## src/rtl/uart_pkg.sv

```systemverilog
// rtl/uart_pkg.sv - shared widths and state encoding for the UART transmit path
package uart_pkg;

  localparam int UART_DATA_W = 8;
  localparam int UART_BUS_W  = 32;

  typedef enum logic {
    ST_IDLE,
    ST_REQ
  } uart_tx_state_e;

endpackage

```

## src/rtl/sync_fifo_ptr.sv

```systemverilog
// rtl/sync_fifo_ptr.sv - power-of-two FIFO storage with read/write pointers and entry count
module sync_fifo_ptr
  import uart_pkg::*;
#(
  parameter  int DEPTH = 16,
  parameter  int W     = UART_DATA_W,
  localparam int PTR_W = $clog2(DEPTH)
) (
  input  logic           clk,
  input  logic           reset,
  input  logic           push,
  input  logic [W-1:0]   push_data,
  input  logic           pop,
  input  logic           flush,
  output logic [W-1:0]   head_data,
  output logic [PTR_W:0] count
);

  logic [W-1:0]     mem [DEPTH];
  logic [PTR_W-1:0] wr_ptr;
  logic [PTR_W-1:0] rd_ptr;

  assign head_data = mem[rd_ptr];

  // Storage has no reset; only count decides which entries are valid.
  always_ff @(posedge clk) begin
    if (push) begin
      mem[wr_ptr] <= push_data;
    end
  end

  // Pointers wrap naturally at DEPTH because the width is exactly log2(DEPTH).
  always_ff @(posedge clk) begin
    if (reset) begin
      wr_ptr <= '0;
      rd_ptr <= '0;
      count  <= '0;
    end else if (flush) begin
      rd_ptr <= wr_ptr;
      count  <= '0;
    end else begin
      if (push) begin
        wr_ptr <= wr_ptr + PTR_W'(1);
      end
      if (pop) begin
        rd_ptr <= rd_ptr + PTR_W'(1);
      end
      if (push && !pop) begin
        count <= count + (PTR_W+1)'(1);
      end else if (pop && !push) begin
        count <= count - (PTR_W+1)'(1);
      end
    end
  end

endmodule

```

## src/rtl/uart_tx_fifo.sv

```systemverilog
// rtl/uart_tx_fifo.sv - byte FIFO feeding the UART core write strobe with ack handshake
module uart_tx_fifo
  import uart_pkg::*;
#(
  parameter  int DEPTH = 16,
  localparam int PTR_W = $clog2(DEPTH)
) (
  input  logic                   clk,
  input  logic                   reset,
  input  logic                   wr_en,
  input  logic [UART_DATA_W-1:0] wr_data,
  input  logic                   flush,
  output logic                   full,
  output logic                   empty,
  output logic [PTR_W:0]         level,
  output logic                   overflow,
  input  logic                   ovf_clr,
  output logic                   busy,
  output logic                   uart_dat_we,
  output logic [UART_BUS_W-1:0]  uart_dat_di,
  input  logic                   uart_dat_ack
);

  uart_tx_state_e         state;
  uart_tx_state_e         state_next;
  logic                   pop;
  logic                   push;
  logic [UART_DATA_W-1:0] head_data;
  logic [UART_DATA_W-1:0] out_byte;
  logic [PTR_W:0]         count;

  assign full  = (count == (PTR_W+1)'(DEPTH));
  assign empty = (count == '0);
  assign level = count;

  // Full is judged on the registered count, so a same-cycle pop never frees a slot.
  assign push = wr_en && !full && !flush;

  sync_fifo_ptr #(
    .DEPTH (DEPTH),
    .W     (UART_DATA_W)
  ) u_fifo (
    .clk       (clk),
    .reset     (reset),
    .push      (push),
    .push_data (wr_data),
    .pop       (pop),
    .flush     (flush),
    .head_data (head_data),
    .count     (count)
  );

  always_ff @(posedge clk) begin
    if (reset) begin
      state    <= ST_IDLE;
      out_byte <= '0;
      overflow <= 1'b0;
    end else begin
      state <= state_next;
      if (pop) begin
        out_byte <= head_data;
      end
      if (wr_en && full && !flush) begin
        overflow <= 1'b1;
      end else if (ovf_clr) begin
        overflow <= 1'b0;
      end
    end
  end

  always_comb begin
    state_next  = state;
    pop         = 1'b0;
    uart_dat_we = 1'b0;
    case (state)
      ST_IDLE: begin
        if (!empty && !flush) begin
          pop        = 1'b1;
          state_next = ST_REQ;
        end
      end
      ST_REQ: begin
        uart_dat_we = 1'b1;
        if (uart_dat_ack) begin
          if (!empty && !flush) begin
            pop = 1'b1;
          end else begin
            state_next = ST_IDLE;
          end
        end
      end
      default: state_next = ST_IDLE;
    endcase
  end

  assign busy        = (state == ST_REQ);
  assign uart_dat_di = {{(UART_BUS_W-UART_DATA_W){1'b0}}, out_byte};

endmodule

```

## config.mk

```make
export PLATFORM = sky130hd
export DESIGN_NAME = uart_tx_fifo
export DESIGN_NICKNAME = d
export VERILOG_FILES = /design/src/rtl/uart_pkg.sv /design/src/rtl/sync_fifo_ptr.sv /design/src/rtl/uart_tx_fifo.sv
export SDC_FILE = /design/constraint.sdc
export NUM_CORES = 1
export LEC_CHECK = 0
export ABC_AREA = 1
export CORE_MARGIN = 3
export CORE_UTILIZATION = 58
export CTS_CLUSTER_SIZE = 28
export DETAILED_ROUTE_END_ITERATION = 10
export PLACE_DENSITY = 0.8
export SETUP_SLACK_MARGIN = 0.1
export SYNTH_ARGS = -nofsm -noshare
export SYNTH_HDL_FRONTEND = slang
export SYNTH_SLANG_ARGS = --single-unit
```

## constraint.sdc

```tcl
create_clock -name clk -period 3 [get_ports clk]
set_input_delay 0.6 -clock clk [delete_from_list [all_inputs] [get_ports clk]]
set_output_delay 0.6 -clock clk [all_outputs]
set_load 0.1 [all_outputs]
```

==> flow_metrics.py, run 1 <==
metrics = {
    "critical_path": {
        "cp.arrival_ns": 2.83,
        "reg2regPathDepth": 14,
        "path_max_fanout": 6,
        "cp.required_ns": 3.35,
        "start_kind": "primary input",
        "endpoint_kind": "flip-flop",
        "critPathKind": "in2reg",
    },
    "cells_and_area": {
        "final_cell_area_um2": 7890,
        "multi_input_area_um2": 1910,
        "nFillCells": 787,
        "final_cell_count_no_fill": 914,
        "area_growth_syn_to_layout_pct": 14.9,
        "antennaDiodeCount": 0,
        "final_common_cell": "nand2_1",
        "final_cell_mix": "nand2_1 (229), edfxtp_1 (128), inv_1 (103), nand3_1 (97), buf_4 (43)",
        "final_layout_size_suffix_gt1_share_pct": 10.2,
        "final_nets": 782,
        "utilization_pct": 68.8,
        "register_area_um2": 4310,
    },
    "job": {
        "drv_cap": 0,
    },
    "logic_synthesis": {
        "ys_seq_area_share_pct": 62.7,
        "netlist_area_um2": 6860,
        "yosysWarnings": 0,
        "synth_top_area_share_pct": 56.0,
        "synth_seq_cells": 151,
        "synth.largest_area_cell": "edfxtp_1",
        "syn_inst": 715,
        "netlist_top_cells_area": "edfxtp_1 (56%), nand2_1 (13%), nand3_1 (7.1%)",
        "syn_avg_cell_area_um2": 9.60,
        "synth_cell_types": 23,
    },
    "sta": {
        "finalHoldViolations": 0,
        "finalSetupViolCount": 0,
        "fin_tns_setup_ns": 0,
        "worst_pin_slew_ns": 1.10,
        "period_share_pct": 82.4,
        "clock-skew-final_ns": 0.00678,
        "rsz0062_at_grt": "false",
        "whs_ns": 0.469,
        "fin_crit_ns": 2.47,
        "final_max_slew_viol_count": 0,
        "max_freq_mhz": 405,
        "relSlewSlack_pct": 26.4,
    },
    "power_and_ir_drop": {
        "peakVddDrop_v": 0.000777,
        "leakagePower_nw": 3.43,
        "internal-power_mw": 4.04,
        "pwr-share-clk_pct": 40.5,
        "power_frac_comb_pct": 18.0,
        "swShare_pct": 28.9,
        "pwr-share-seq_pct": 41.5,
        "p_switching_mw": 1.64,
        "powerDensity_nw_per_um2": 721,
    },
    "floorplanning": {
        "dieArea_um2": 13200,
        "io_pins": 56,
        "num_rows": 39,
        "die_x_um": 115,
        "initial_core_util_pct": 59.8,
        "die-height_um": 115,
        "core_area_um2": 11500,
    },
    "route": {
        "routedWlPerCell_um": 16.2,
        "dr.pass1.iters": 5,
        "ant_nets": 0,
        "drt_wl_total_mm": 14.8,
        "via_count": 4927,
        "route.detailed.drc": 0,
        "viasPerCell": 5.39,
        "dr.first_iter.drc_count": 517,
    },
    "run_status": {
        "outcome": "finished clean",
    },
    "global_route": {
        "overflow": 0,
        "grt_pass1_vias": 4824,
        "grt_usage_pct": 24.1,
        "grt_antenna_before_repair": 0,
        "grt_pass1_wl_mm": 23.7,
        "grt_max_degree": 68,
    },
    "worst_hold_path": {
        "hold_path_class": "reg2reg",
        "min_path_cells": 2,
    },
    "clocking": {
        "htreeDepth": 4,
        "cts_tree": "yes",
        "worstSkewPairLatency_ns": 0.42,
        "cts_root_buffer": "clkbuf_16",
        "post_cts_resized": 0,
        "clockBufferDepth": 2,
        "numCtsBuffers": 17,
        "cts_setup_buffers": 0,
        "hold_buffers": 0,
        "path_clk_slew_ns": 0.06,
        "cts.sink_count": 151,
    },
    "placement": {
        "place_inst": 882,
        "io_buffers": 31,
        "dpl_cell_area_um2": 7240,
        "hpwlAfterDp_mm": 9.04,
        "routabilityCongestion": 0.901,
    },
}
-- sequential cells by signal (all words and copies together) (netlist names) --
| register | cells |
|---|---|
| u_fifo.rd_ptr | 4 |
| u_fifo.wr_ptr | 4 |
| u_fifo.mem | 128 |
| out_byte | 8 |
| u_fifo.count | 5 |
| overflow | 1 |
| busy | 1 |
-- per-stage QoR --
step / power, mW / worst slack (ns)
2_1_floorplan: 3.23 / 0.126
3_3_place_gp: 3.40 / 0.207
3_5_place_dp: 3.42 / 0.107
4_1_cts: 5.71 / 0.544
5_1_grt: 5.89 / 0.281
6_report: 5.68 / 0.528
-- cell usage after synthesis (all sizes together) --
master	number
fa	1
xor2	5
nand2	229
o21ai	9
conb	1
nand4	2
a211oi	1
nand3	98
or2	1
ha	9
xnor2	1
clkbuf	7
a21oi	22
nor2	24
o21bai	1
buf	48
edfxtp	128
dfxtp	23
inv	105
-- power groups by stage --
stage,clock network [mW],registers (mW),logic (mW)
4_1_cts,2.33,2.36,1.02
6_report,2.30,2.36,1.02
3_5_place_dp,0,2.40,1.02
3_3_place_gp,0,2.40,0.996
2_1_floorplan,0,2.63,0.597
5_1_grt,2.42,2.36,1.10
-- metal layers --
layer / vias to the layer above / share of wire [%] / global-route usage (%)
met5: - / 0 / 0
met4: 0 / 2.3 / 10.6
met3: 31 / 8.4 / 5.26
met2: 224 / 50 / 40.7
met1: 2331 / 39 / 30.1
li1: 2341 / - / -
-- cells by family after synthesis --
logic type / synth area share [%]
buffers and inverters: 10.7
AO/OA/AOI/OAI: 2.48
flip-flops: 62.7
other: 0.0546
AND/OR/NAND/NOR: 21.3
adder cells (fa/ha/maj): 1.93
XOR/XNOR: 0.766
-- final cells by class --
type / count / share of cell area, %
inverters: 105 / 5.00
clock buffers: 19 / 5.62
multi-input cells: 427 / 24.2
flip-flops and latches: 151 / 54.6
well taps: 143 / 2.27
clock inverters: 13 / 2.57
repair buffers: 56 / 5.74
-- critical path, stage by stage --
cell and delay [ns]:
clkdlybuf4s50_1 0.47, nor2_1 0.17, nand2_1 0.14, inv_1 0.10, ha_1 0.20, inv_1 0.11, fa_1 0.42, a21oi_1 0.17
nor2_1 0.07, nor2_1 0.08, nand2_1 0.05, nand2_1 0.07, nand2_1 0.05, a21oi_1 0.11
-- final timing paths --
check / start / to / slack (ns)
max: flush / u_fifo.count[4] / 0.53
max reg2reg: u_fifo.count[0] / u_fifo.count[4] / 0.71
min reg2reg: overflow / overflow / 0.47
min: overflow / overflow / 0.47
Power figures use the tool's default switching activity.
==> run 2, diff against run 1 <==
clock period = 2.4 ns   (was 3 ns; I/O delays follow)
==> flow_metrics.py, run 2 (synthesized netlist as in run 1, its figures left out) <==
metrics = {
    "clocking": {
        "cts_setup_buffers": 0,
        "worstSkewPairLatency_ns": 0.42,
        "hold_buffers": 0,
        "cts.sink_count": 151,
        "post_cts_resized": 0,
        "cts_root_buffer": "clkbuf_16",
        "numCtsBuffers": 17,
        "htreeDepth": 4,
        "clockBufferDepth": 2,
        "cts_tree": "yes",
        "path_clk_slew_ns": 0.06,
    },
    "global_route": {
        "overflow": 0,
        "grt_pass1_wl_mm": 23.8,
        "grt_usage_pct": 24.1,
        "grt_pass1_vias": 4815,
        "grt_max_degree": 66,
        "grt_antenna_before_repair": 0,
    },
    "critical_path": {
        "path_max_fanout": 4,
        "timing.rr.start": "u_fifo.count[0]",
        "critPathKind": "in2reg",
        "start_kind": "primary input",
        "cp.required_ns": 2.71,
        "r2r_setup_slack_ns": 0.27,
        "cp.arrival_ns": 2.51,
        "cp-endpoint": "u_fifo.count[3]",
        "startpoint": "wr_en",
        "r2r_end": "u_fifo.count[3]",
        "endpoint_kind": "flip-flop",
        "reg2regPathDepth": 12,
    },
    "power_and_ir_drop": {
        "swShare_pct": 29.0,
        "internal-power_mw": 4.92,
        "p_switching_mw": 2.01,
        "pwr-share-clk_pct": 38.4,
        "peakVddDrop_v": 0.000912,
        "finalPower_mw": 6.93,
        "power_frac_comb_pct": 18.9,
        "powerDensity_nw_per_um2": 873,
        "pwr-share-seq_pct": 42.8,
        "leakagePower_nw": 3.46,
    },
    "job": {
        "drv_cap": 0,
    },
    "floorplanning": {
        "io_pins": 56,
        "initial_core_util_pct": 59.8,
        "dieArea_um2": 13200,
        "die-height_um": 115,
        "core_area_um2": 11500,
        "die_x_um": 115,
        "num_rows": 39,
    },
    "route": {
        "dr.max_layer_used": "met4",
        "drt_wl_total_mm": 15.0,
        "via_count": 4899,
        "ant_nets": 0,
        "dr.pass1.iters": 6,
        "wl_met3_mm": 1.09,
        "viasPerCell": 5.31,
        "routedWlPerCell_um": 16.2,
        "route.detailed.drc": 0,
        "dr_wl_met2_mm": 7.68,
        "dr.first_iter.drc_count": 684,
        "wl_met1_mm": 5.82,
    },
    "sta": {
        "worst_pin_slew_ns": 0.727,
        "final_max_slew_viol_count": 0,
        "clock-skew-final_ns": 0.00728,
        "fin_crit_ns": 2.20,
        "relSlewSlack_pct": 51.4,
        "max_freq_mhz": 455,
        "period_share_pct": 91.6,
        "fin_tns_setup_ns": 0,
        "finalSetupViolCount": 0,
        "rsz0062_at_grt": "true",
        "finalHoldViolations": 0,
        "whs_ns": 0.480,
    },
    "cells_and_area": {
        "area_growth_syn_to_layout_pct": 15.7,
        "max_flop_register": "u_fifo.mem",
        "largest_register_ffs": 128,
        "final_cell_area_um2": 7940,
        "final_common_cell": "nand2_1",
        "nFillCells": 821,
        "utilization_pct": 69.2,
        "final_cell_mix": "nand2_1 (229), edfxtp_1 (128), inv_1 (103), nand3_1 (97), buf_4 (50)",
        "reg.largest.list": "u_fifo.mem x128, out_byte x8, u_fifo.count x5",
        "antennaDiodeCount": 0,
        "final_nets": 790,
        "final_layout_size_suffix_gt1_share_pct": 11.7,
    },
    "placement": {
        "routabilityCongestion": 0.880,
        "io_buffers": 31,
        "hpwlAfterDp_mm": 9.65,
        "dpl_cell_area_um2": 7340,
    },
    "worst_hold_path": {
        "hold_path_class": "reg2reg",
    },
    "run_status": {
        "outcome": "finished clean",
    },
}
-- run 2: changes by cell type in the layout (fill, tap and decap cells not counted), sizes merged --
cell,delta
clkinv,+4
clkbuf,-1
buf,+8
bufinv,-1
clkinvlp,-2
-- run 2: power groups by stage --
stage / Combinational [mW] / Sequential, mW / Clock (mW)
2_1_floorplan: 0.745 / 3.30 / 0
3_3_place_gp: 1.26 / 3.01 / 0
3_5_place_dp: 1.29 / 3.02 / 0
4_1_cts: 1.30 / 2.96 / 2.68
5_1_grt: 1.40 / 2.97 / 2.79
6_report: 1.31 / 2.96 / 2.66
-- run 2: worst max-delay path, cell delays in order --
cell	delay (ns)
clkdlybuf4s50_1	0.46
inv_1	0.04
nor2_2	0.13
nand2_1	0.09
inv_1	0.08
ha_2	0.19
inv_1	0.10
ha_1	0.34
a21oi_1	0.15
nand2_1	0.09
xor2_1	0.15
o21ai_0	0.15
inv_1	0.05
-- run 2: layer usage --
metal | track usage (%) | vias to the layer above
met5 | 0 | -
met4 | 10.2 | 0
met3 | 6.68 | 32
met2 | 41.0 | 203
met1 | 29.0 | 2312
li1 | - | 2352
-- run 2: worst min-delay path by stage --
| stage | from | end | slack, ns | depth (start not counted) |
|---|---|---|---|---|
| after CTS | overflow | overflow | 0.48 | 2 |
| after global placement | overflow | overflow | 0.45 | 2 |
| after detailed placement | overflow | overflow | 0.47 | 2 |
| after floorplan | u_fifo.wr_ptr[2] | u_fifo.wr_ptr[2] | 0.48 | 2 |
| final | overflow | overflow | 0.48 | 2 |
| after global routing | overflow | overflow | 0.52 | 2 |
-- run 2: layout make-up --
cell class,instances,area (µm²),area share [%]
flip-flops and latches,151,4330,54.5
well taps,143,179,2.25
inverters,105,394,4.97
repair buffers,64,526,6.62
clock buffers,18,429,5.41
multi-input cells,427,1920,24.2
clock inverters,14,163,2.05
-- run 2: stage by stage --
step | std cells | worst slack (ns)
6_report | 922 | 0.201
5_1_grt | 922 | 0.0779
4_1_cts | 922 | 0.207
3_5_place_dp | 890 | -0.223
3_3_place_gp | 890 | -0.122
2_1_floorplan | 738 | 0.0797
==> run 3, diff against run 2 <==
CORE_UTILIZATION = 32   (was 58)
PLACE_DENSITY = not set   (was 0.8)
==> flow_metrics.py, run 3 (synthesized netlist as in run 1, its figures left out) <==
metrics = {
    "run_status": {
        "outcome": "finished clean",
    },
    "global_route": {
        "grt_pass1_vias": 4587,
        "grt_pass1_wl_mm": 24.9,
        "overflow": 0,
        "grt_max_degree": 68,
        "grt_usage_pct": 13.8,
        "grt_antenna_before_repair": 0,
    },
    "clocking": {
        "cts_tree": "yes",
        "cts_setup_buffers": 0,
        "path_clk_slew_ns": 0.06,
        "cts_root_buffer": "clkbuf_16",
        "numCtsBuffers": 17,
        "worstSkewPairLatency_ns": 0.43,
        "clockBufferDepth": 2,
        "post_cts_resized": 0,
        "cts.sink_count": 151,
        "hold_buffers": 0,
        "htreeDepth": 4,
    },
    "floorplanning": {
        "core_area_um2": 20600,
        "die_x_um": 152,
        "io_pins": 56,
        "dieArea_um2": 23200,
        "initial_core_util_pct": 33.3,
        "num_rows": 52,
        "die-height_um": 152,
    },
    "sta": {
        "whs_ns": 0.474,
        "clock-skew-final_ns": 0.00990,
        "period_share_pct": 89.1,
        "finalSetupViolCount": 0,
        "worst_pin_slew_ns": 0.760,
        "fin_crit_ns": 2.14,
        "relSlewSlack_pct": 49.3,
        "finalHoldViolations": 0,
        "final_max_slew_viol_count": 0,
        "max_freq_mhz": 468,
        "rsz0062_at_grt": "false",
    },
    "placement": {
        "dpl_cell_area_um2": 7540,
        "place_inst": 1020,
        "hpwlAfterDp_mm": 9.77,
        "routabilityCongestion": 0.798,
        "io_buffers": 31,
    },
    "cells_and_area": {
        "final_layout_size_suffix_gt1_share_pct": 12.3,
        "final_cell_count_no_fill": 1052,
        "max_flop_register": "u_fifo.mem",
        "area_growth_syn_to_layout_pct": 19.2,
        "final_nets": 793,
        "utilization_pct": 39.7,
        "final_common_cell": "nand2_1",
        "largest_register_ffs": 128,
        "antennaDiodeCount": 0,
        "final_cell_mix": "nand2_1 (229), edfxtp_1 (128), inv_1 (103), nand3_1 (97), buf_4 (51)",
        "reg.largest.list": "u_fifo.mem x128, out_byte x8, u_fifo.count x5",
        "final_cell_area_um2": 8180,
    },
    "critical_path": {
        "crit_chain": "clkdlybuf4s50_1 > inv_1 > nor2_1 > nand2_1 > inv_1 > ha_2 > inv_1 > fa_1 > a21oi_1 > nor2_1 > nor2_1 > nand2_1 > nand2_1 > nand2_1 > a21oi_1",
        "cpPeakStageDelay_ns": 0.45,
        "cpMostUsedCell": "nand2_1",
        "endpoint_kind": "flip-flop",
        "start_kind": "primary input",
        "critPathKind": "in2reg",
        "cpMaxStageDelayCell": "clkdlybuf4s50_1",
        "cp.required_ns": 2.76,
        "reg2regPathDepth": 13,
        "cp.arrival_ns": 2.49,
        "path_max_fanout": 3,
    },
    "route": {
        "drt_wl_total_mm": 15.7,
        "route.detailed.drc": 0,
        "viasPerCell": 4.51,
        "dr.pass1.iters": 5,
        "via_count": 4744,
        "routedWlPerCell_um": 14.9,
        "dr.first_iter.drc_count": 314,
        "ant_nets": 0,
    },
    "power_and_ir_drop": {
        "peakVddDrop_v": 0.000482,
        "powerDensity_nw_per_um2": 875,
        "leakagePower_nw": 3.49,
    },
    "worst_hold_path": {
        "min_path_cells": 2,
        "hold_path_class": "reg2reg",
    },
    "job": {
        "drv_cap": 0,
    },
}
-- run 3: path summary, 6_finish.rpt --
check,to,slack [ns],start
max,u_fifo.count[4],0.26,wr_en
min,overflow,0.47,overflow
max reg2reg,u_fifo.count[4],0.30,u_fifo.count[0]
min reg2reg,overflow,0.47,overflow
-- run 3: per-stage QoR --
step / setup TNS, ns / setup WS (ns) / total power [mW]
floorplan: 0 / 0.0797 / 4.04
detailed placement: -0.362 / -0.163 / 4.35
global placement: -0.248 / -0.131 / 4.34
CTS: 0 / 0.273 / 7.22
finish: 0 / 0.262 / 7.16
global route: 0 / 0.108 / 7.43
-- run 3: routing by layer --
layer,up-vias,wire (µm),GRT usage [%],share of wire [%]
met5,-,0,0,0
met4,0,221,4.58,1.4
met3,16,748,3.66,4.8
met2,108,7740,23.3,49
met1,2260,6970,17.3,44
li1,2360,-,-,-
-- run 3: area by class of cell --
| class | instances | area [µm²] |
|---|---|---|
| Clock buffer | 19 | 433 |
| Inverter | 105 | 394 |
| Fill cell | 2017 | 12400 |
| Tap cell | 270 | 338 |
| Sequential cell | 151 | 4330 |
| Multi-Input combinational cell | 427 | 1910 |
| Timing Repair Buffer | 67 | 573 |
| Clock inverter | 13 | 201 |
-- run 3: worst max-delay path: cells and delay by family --
family / cells / cell delay [ns]
AOI/OAI and AO/OA: 2 / 0.27
and+or+nand+nor: 7 / 0.52
buffers and inverters: 4 / 0.64
adders and majority gates: 2 / 0.57
-- run 3: power by group --
group / internal (mW) / leakage (nW) / switching, mW / total [mW]
Sequential: 2.91 / 1.35 / 0.0420 / 2.95
Clock: 1.84 / 0.305 / 1.04 / 2.88
Combinational: 0.322 / 1.84 / 1.01 / 1.33
Total: 5.07 / 3.49 / 2.09 / 7.16
